--- src/rtl/crc_stream.sv ---
// Framed multi-byte CRC engine: up to BYTES bytes folded per beat, one result per frame
// handed off on a valid/ready output, with optional residue check for self-checked frames.

module crc_byte #(
    parameter logic [31:0] POLY    = 32'h04C11DB7,
    parameter bit          REFLECT = 1'b1
) (
    input  logic [31:0] crc_in,
    input  logic [7:0]  data,
    input  logic        en,
    output logic [31:0] crc_out
);
    function automatic logic [31:0] rev32(input logic [31:0] v);
        logic [31:0] r;
        for (int i = 0; i < 32; i++) r[i] = v[31-i];
        return r;
    endfunction

    localparam logic [31:0] POLY_R = rev32(POLY);

    logic [31:0] c;

    always_comb begin
        c = crc_in;
        if (REFLECT) begin
            c = c ^ {24'd0, data};
            for (int b = 0; b < 8; b++) c = c[0] ? ((c >> 1) ^ POLY_R) : (c >> 1);
        end else begin
            c = c ^ {data, 24'd0};
            for (int b = 0; b < 8; b++) c = c[31] ? ((c << 1) ^ POLY) : (c << 1);
        end
        crc_out = en ? c : crc_in;
    end
endmodule

module crc_stream #(
    parameter int          BYTES   = 4,
    parameter logic [31:0] POLY    = 32'h04C11DB7,
    parameter logic [31:0] INIT    = 32'hFFFFFFFF,
    parameter logic [31:0] XOROUT  = 32'hFFFFFFFF,
    parameter bit          REFLECT = 1'b1,
    parameter logic [31:0] RESIDUE = 32'hDEBB20E3
) (
    input  logic               clk,
    input  logic               rst_n,
    input  logic               in_valid,
    output logic               in_ready,
    input  logic [8*BYTES-1:0] in_data,
    input  logic [BYTES-1:0]   in_keep,
    input  logic               in_sof,
    input  logic               in_eof,
    output logic               out_valid,
    input  logic               out_ready,
    output logic [31:0]        out_crc,
    output logic               out_match,
    output logic [15:0]        out_len,
    output logic               err_pulse
);
    typedef enum logic [1:0] {IDLE, RUN, RESULT} state_t;

    state_t             state, state_d;
    logic [31:0]        crc_q, crc_d;
    logic [15:0]        len_q, len_d;
    logic               err_q, err_d;
    logic               accept;
    logic [BYTES:0][31:0] chain;
    logic [3:0]         nbytes;
    logic [16:0]        len_sum;
    logic [15:0]        len_sat;

    assign accept = in_valid && in_ready;

    // A sof beat always restarts from INIT, which also covers the abort-and-restart case.
    assign chain[0] = in_sof ? INIT : crc_q;

    generate
        for (genvar i = 0; i < BYTES; i++) begin : g_lane
            crc_byte #(.POLY(POLY), .REFLECT(REFLECT)) u_byte (
                .crc_in (chain[i]),
                .data   (in_data[8*i +: 8]),
                .en     (in_keep[i]),
                .crc_out(chain[i+1])
            );
        end
    endgenerate

    always_comb begin
        nbytes = '0;
        for (int i = 0; i < BYTES; i++)
            if (in_keep[i]) nbytes = nbytes + 4'd1;
        len_sum = (in_sof ? 17'd0 : {1'b0, len_q}) + {13'd0, nbytes};
        len_sat = len_sum[16] ? 16'hFFFF : len_sum[15:0];
    end

    always_comb begin
        state_d = state;
        crc_d   = crc_q;
        len_d   = len_q;
        err_d   = 1'b0;
        case (state)
            IDLE, RUN: begin
                if (accept) begin
                    if (in_sof || state == RUN) begin
                        crc_d   = chain[BYTES];
                        len_d   = len_sat;
                        err_d   = in_sof && (state == RUN);
                        state_d = in_eof ? RESULT : RUN;
                    end else begin
                        err_d = 1'b1;
                    end
                end
            end
            RESULT: begin
                if (out_ready) begin
                    state_d = IDLE;
                    crc_d   = INIT;
                    len_d   = '0;
                end
            end
            default: state_d = IDLE;
        endcase
    end

    always_ff @(posedge clk or negedge rst_n) begin
        if (!rst_n) begin
            state <= IDLE;
            crc_q <= INIT;
            len_q <= '0;
            err_q <= 1'b0;
        end else begin
            state <= state_d;
            crc_q <= crc_d;
            len_q <= len_d;
            err_q <= err_d;
        end
    end

    assign in_ready  = (state != RESULT);
    assign out_valid = (state == RESULT);
    assign out_crc   = crc_q ^ XOROUT;
    assign out_match = (crc_q == RESIDUE);
    assign out_len   = len_q;
    assign err_pulse = err_q;
endmodule
--- config.mk ---
export PLATFORM = sky130hd
export DESIGN_NAME = crc_stream
export DESIGN_NICKNAME = d
export VERILOG_FILES = /design/src/rtl/crc_stream.sv
export SDC_FILE = /design/constraint.sdc
export NUM_CORES = 1
export LEC_CHECK = 0
export ABC_AREA = 1
export BUFFER_PORTS_ARGS = -buffer_cell sky130_fd_sc_hd__buf_4
export CORE_MARGIN = 3
export CORE_UTILIZATION = 30
export CTS_CLUSTER_DIAMETER = 100
export CTS_CLUSTER_SIZE = 40
export DETAILED_ROUTE_END_ITERATION = 8
export GPL_TIMING_DRIVEN = 0
export PLACE_DENSITY = 0.58
export RECOVER_POWER = 50
export SLEW_MARGIN = 10
export SYNTH_ARGS = -nofsm -noshare
export SYNTH_HDL_FRONTEND = slang
export SYNTH_SLANG_ARGS = --single-unit
--- constraint.sdc ---
create_clock -name clk -period 3.05 [get_ports clk]
set_input_delay 0.4575 -clock clk [delete_from_list [all_inputs] [get_ports clk]]
set_output_delay 0.4575 -clock clk [all_outputs]
set_load 0.01 [all_outputs]
======== Word level (Yosys, flattened, before mapping) ========
Index checks and enable logic that the tools add are counted.
storage, ports and cells
  bits in latches ......................... 0
  word-level logic and storage cells ...... 119
  memories ................................ 0
  bits in writable memories ............... 0
  register bits ........................... 51
  bits in read-only memories .............. 0
  bits of input ports ..................... 42
  output and inout bits ................... 52
cells by class
  shift-type cells ........................ 0
  multipliers ............................. 0
  bitwise operators ....................... 37
  divide/modulo/power cells ............... 0
  reductions and logical operators ........ 8
  order comparisons ....................... 0
  muxes and demuxes ....................... 59
  eq/ne operators ......................... 7
  add/subtract/negate cells ............... 4
operators by type and width
  cell                                                                     count
  32-bit 2-to-1 mux                                                        40
  13-bit NOT with 14-bit output                                            32
  32-bit by 8-bit bitwise XOR with 32-bit output                           4
  16-bit 2-to-1 mux                                                        5
  32-bit one-hot mux with 2 select lines                                   1
  32-bit equality test, second input constant                              1
  32-bit NOT                                                               1
  16-bit one-hot mux with 2 select lines                                   1
  16-bit by 4-bit adder with 17-bit output                                 1
  4-bit by 1-bit adder with 4-bit output, second input constant            3
  4-bit 2-to-1 mux                                                         3
  2-bit 2-to-1 mux                                                         4
  2-bit inequality test, second input constant                             3
  1-bit 2-to-1 mux                                                         4
  2-bit one-hot mux with 2 select lines                                    1
  4-bit AND reduction                                                      1
  3-bit AND reduction                                                      1
  2-bit by 1-bit equality test with 1-bit output, second input constant    1
  2-bit equality test, second input constant                               1
  1-bit logical AND                                                        2
  2-bit logical NOT                                                        1
  2-bit by 1-bit inequality test with 1-bit output, second input constant  1
  2-bit nonzero test                                                       1
  2-bit OR reduction                                                       1
  1-bit logical OR                                                         1

======== Logic depth before layout (Yosys ltp) ========
  depth in word-level cells ............... 76
  gate-level depth with buffers ........... 37

======== Cells and area by module ========
A second synthesis with hierarchy kept.
second synthesis, totals
  cell total of the unflattened synthesis .. 1524
  area, all modules ....................... 8992.4 um2
modules (own cells, without submodules)
  module      sequential area each (um2)  times used  area an instance (um2)  cells an instance
  crc_byte    0.0                         4           1432.6                  276
  crc_stream  1316.3                      1           3261.9                  420

======== Least setup slack after synthesis ========
Ideal clock, no wire load.
  path kind ............................... in2reg
  from .................................... input port in_keep[1]
  to ...................................... register len_q[10] (netlist: out_len[10])
  setup time .............................. 0.083 ns
  arrival time ............................ 4.299 ns
  path slack .............................. -1.332 ns
  buffers on the path ..................... 4
  stages .................................. 21
  data required time ...................... 2.967 ns
  cells stage by stage .................... clkinv_1 > clkbuf_1 > clkbuf_1 > clkbuf_1 > ha_1 > xor2_1 > ha_1 > nand2_1 > xor2_1 > ha_1 > nand3_1 > nand2_1 > nand3_1 > nor3_1 > nand2_1 > inv_1 > nand3_1 > nor4_1 > clkbuf_1 > o21ai_0 > o21ai_0
between the ends
  cells in the longest elaborated chain, start to end .. 10
ends and longest elaborated chain
  element                                     line  text
  start: declaration                          49    input logic [BYTES-1:0] in_keep,
  4-bit 2-to-1 mux *                          90    if (in_keep[i]) nbytes = nbytes + 4'd1;
  4-bit by 1-bit adder with 4-bit output      90
  4-bit 2-to-1 mux *                          90
  4-bit by 1-bit adder with 4-bit output      90
  4-bit 2-to-1 mux *                          90
  16-bit by 4-bit adder with 17-bit output *  91    len_sum = (in_sof ? 17'd0 : {1'b0, len_q}) + {13'd0, nbytes};
  16-bit 2-to-1 mux *                         92    len_sat = len_sum[16] ? 16'hFFFF : len_sum[15:0];
  16-bit 2-to-1 mux *                         103   if (in_sof || state == RUN) begin
  16-bit 2-to-1 mux *                         102   if (accept) begin
  16-bit one-hot mux with 2 select lines *    100   case (state)
  end signal: assignment                      133   len_q <= len_d;
  end: declaration                            63    logic [15:0] len_q, len_d;
Every way passes the cells marked *; elsewhere a longest branch is shown, timed or not. The select of a mux whose other input is x is not followed.
A chain may end at the register's enable or synchronous reset.

======== Worst setup path in the final report ========
  from .................................... register crc_q[1]
  to ...................................... register crc_q[8]
between the ends
  cells in the longest elaborated chain, start to end .. 55
  elaborated cells between the ends (all ways) .. 70
  those cells by class .................... 40 x mux; 30 x bitwise
ends and longest elaborated chain
  element                                                                              line  text
  start: declaration                                                                   62    logic [31:0] crc_q, crc_d;
  start signal: assignment                                                             132   crc_q <= crc_d;
  32-bit 2-to-1 mux *                                                                  74    assign chain[0] = in_sof ? INIT : crc_q;
  32-bit by 8-bit bitwise XOR with 32-bit output                                       26    c = c ^ {24'd0, data};
  32-bit 2-to-1 mux (3 in a row)                                                       27    for (int b = 0; b < 8; b++) c = c[0] ? ((c >> 1) ^ POLY_R) : (c >> 1);
  32-bit 2-to-1 mux or 13-bit NOT with 14-bit output (tied branches)                   --
  13-bit NOT with 14-bit output (no source line) or 32-bit 2-to-1 mux (tied branches)  --
  32-bit 2-to-1 mux or 13-bit NOT with 14-bit output (tied branches)                   --
  32-bit 2-to-1 mux (2 in a row)                                                       27
  32-bit 2-to-1 mux or 13-bit NOT with 14-bit output (tied branches)                   --
  [... 36 more ...]                                                                    --
  13-bit NOT with 14-bit output (no source line) or 32-bit 2-to-1 mux (tied branches)  --
  32-bit 2-to-1 mux                                                                    27
  13-bit NOT with 14-bit output (no source line) or 32-bit 2-to-1 mux (tied branches)  --
  32-bit 2-to-1 mux                                                                    27
  32-bit 2-to-1 mux *                                                                  32    crc_out = en ? c : crc_in;
  32-bit 2-to-1 mux *                                                                  103
  32-bit 2-to-1 mux *                                                                  102
  32-bit one-hot mux with 2 select lines *                                             100
Marks and branches as above.

==> results_dict.tcl <==
set metrics [dict create \
    status "finished with violations" \
    violations "capacitance limit, slew limit, setup timing" \
    place_ws_ns -1.72 \
    p_sw_mw 9.37 \
    synth_cells 1818 \
    setup_slack_ns -0.849 \
    cts_tree "built" \
    cp-end-kind "register" \
    cts_buffers 5 \
    cts_buffer_depth 2 \
    clk_latency_ns 0.29 \
    p_comb_share_pct 87.4 \
    coreArea_sq_um 32700 \
    die_h_um 188 \
    fin_setup_tns_ns -32.31 \
    cts-root-buf "clkbuf_16" \
    rsz0062_at_grt "yes" \
    ys.warnings.count 0 \
    antenna_found_initial 0 \
    clock.fmax_mhz 256 \
    grt_first_pass_wirelength_um 75800 \
    crit_slowest_cell "dfstp_2" \
    timing.critical_path.from_type "register" \
    crit_arrival_ns 4.10 \
    leakage_nw 8.73 \
    crit_family "simple AND/OR/NAND/NOR gates" \
    wl_per_cell_um 20.2 \
    hold_violations 0 \
    grt_usage_pct 27.4 \
    path_class "register to register" \
    yosysSeqAreaShare_pct 13.2 \
    pin_count 94 \
    synth_area_sq_um 9990 \
    finalCriticalPeriod_ns 3.90 \
    worst_slew_pin_slew_ns 2.69 \
    clkSinkCount 51 \
    drt-total-wl_um 52600 \
    area_delta_synth_final_pct 74.9 \
    htreeDepth 2 \
    grt-ovfl-total 0 \
    yosys-top-cells-count "721 x nand2_1, 280 x nand3_1, 161 x inv_1" \
    multiInputGateArea_sq_um 11300 \
    reg2reg_depth 31 \
    synth_area_leaders "nand2_1 27%, nand3_1 14%, dfstp_2 8.4%, xor2_1 7.2%, inv_1 6.1%" \
    maxSlewHeadroom_pct -79.1 \
    powerDensity_nw_per_um2 942 \
    syn_area_per_cell_sq_um 5.49 \
    ant_nets 0 \
    rows 66 \
    whs_endpoint "state[1]" \
    yosysMostFrequentCell "nand2_1" \
    diodes 0 \
    power_frac_clock_pct 3.7 \
    clk_pin_slew_ns 0.07 \
    num-nets-final 2209 \
    rrSetupSlack_ns -0.85 \
    drt-initial-drc-count 1351 \
    holdPathStages 2 \
    layout-drive-gt1-share_pct 51.9 \
    regArea_sq_um 1320 \
    detail_route.vias_per_cell 5.38 \
    drc 0 \
    dp_hpwl_um 38200 \
    max_stage_delay_ns 0.61 \
    synth_edf_count 0 \
    die_w_um 188 \
    synth_top_area_share_pct 27.1 \
    swShare_pct 56.9 \
    setup_viol 48 \
    post-route-period-util_pct 128 \
    grt_pass1_vias 13111 \
    ir_drop_v 0.000453 \
    io_buffers 92 \
    n_fill_cell 3116 \
    grt_max_degree 52 \
    fin_util_pct 53.4 \
    crit_path_max_fanout 7 \
    vias 13984 \
    synthFlopType "dfstp_2" \
    hp-start "out_ready" \
    dr.pass1.iters 5 \
    start_util_pct 30.5 \
    synth_top_area_cell "nand2_1" \
    critPathBufInv 4 \
    dieArea_sq_um 35500 \
    hold_class "primary input to register" \
    timing_max_transition_violations_final 52 \
    power_frac_seq_pct 8.9 \
    cp_common_cell "nand2_4" \
    r2r_end "crc_q[8]" \
    p_int_mw 7.09 \
    routabilityCongestion 0.971 \
    finalClockSkew_ns 0.00595 \
    yosys.cell_types.count 51 \
    whs_ns 0.362 \
    required_ns 3.25 \
    drv_cap 1 \
    postSynth.asyncResetShare_pct 100 \
    syn_nets 1869 \
    yosys_register_bits 51 \
    r2r_start "crc_q[1]" \
]
==> worst reg2reg max path, delay by kind of cell (launching register included) <==
| kind | cells | cell delay, ns |
|---|---|---|
| AND/OR/NAND/NOR | 24 | 2.29 |
| flip-flops | 1 | 0.61 |
| AO/OA/AOI/OAI | 3 | 0.51 |
| buffers and inverters | 4 | 0.40 |
==> placed cells by master (no fill, tap or decap), types with 26 or more instances in the layout <==
| cell type | count |
|---|---|
| nand2_1 | 472 |
| buf_4 | 284 |
| nand2_2 | 187 |
| nand2_4 | 147 |
| inv_1 | 139 |
| nand3_1 | 128 |
| nand3_2 | 112 |
| nand3_4 | 65 |
| nor2_1 | 64 |
| xor2_1 | 58 |
| inv_2 | 35 |
| dfstp_2 | 32 |
| o21ai_1 | 27 |
| nand2_8 | 26 |
| buf_6 | 26 |
| buf_12 | 26 |
==> state kept, by name, indices dropped and copies added, names as in the netlist <==
| signal | flops |
|---|---|
| out_len | 16 |
| err_pulse | 1 |
| state | 2 |
| crc_q | 32 |
==> metal layers <==
layer  vias to the layer above  GRT usage, %  share of wire [%]
li1                       6487             -                  -
met1                      6755          36.0                 41
met2                       604          46.3                 48
met3                       138          2.49                6.1
met4                         0          11.0                5.1
met5                         -             0                  0
==> cells by family (layout without fill, tap and decap cells) <==
family,count (synthesis),after routing,share of synthesized area [%]
compound gates,145,145,8.09
xor+xnor,107,107,9.54
fa+ha+maj,9,9,1.20
buf+inv,236,577,9.66
flops,51,51,13.2
other cells,1,1,0.0376
simple gates,1269,1269,58.3
==> layout make-up <==
cell class                 count  share of cell area (%)
sequential                    51                    7.53
clock buffer                   7                   0.881
inverter                     186                    4.28
tap                          442                    3.17
timing repair buffer         333                    16.6
buffer                        50                    2.56
multi-input combinational   1531                    64.9
clock inverter                 1                  0.0358
==> what timing repair did <==
action | in CTS | in global routing
hold buffers | 0 | 0
pin swaps | 194 | 182
gates resized for setup | 507 | 260
setup buffers | 176 | 62
gates cloned | 3 | 0
setup endpoints to repair | 48 | 48
==> through the flow <==
stage / instance area [sq um] / total power, mW / instances
detailed placement: 11800 / 10.6 / 2352
CTS: 15800 / 14.4 / 2539
global route: 17500 / 17.3 / 2601
finish: 17500 / 16.5 / 2601
floorplan: 10600 / 7.69 / 1818
global placement: 11800 / 10.5 / 2352
==> power groups by stage <==
stage                     registers (mW)  clock network (mW)  logic [mW]
final                               1.46               0.609        14.4
after global routing                1.48               0.636        15.2
after CTS                           1.43               0.610        12.3
after detailed placement            1.45                   0        9.15
after global placement              1.44                   0        9.09
after floorplan                     1.29                   0        6.40
==> how the worst max path moves through the flow <==
stage	start	end	slack, ns	depth (start not counted)
final	crc_q[1]	crc_q[8]	-0.85	31
after floorplan	in_keep[0]	out_len[10]	-0.57	22
after CTS	crc_q[0]	crc_q[2]	-0.65	31
after detailed placement	in_keep[2]	out_len[6]	-1.72	21
after global routing	crc_q[1]	crc_q[24]	-1.01	32
after global placement	in_keep[2]	out_len[2]	-1.69	21
Power figures use the tool's default switching activity.
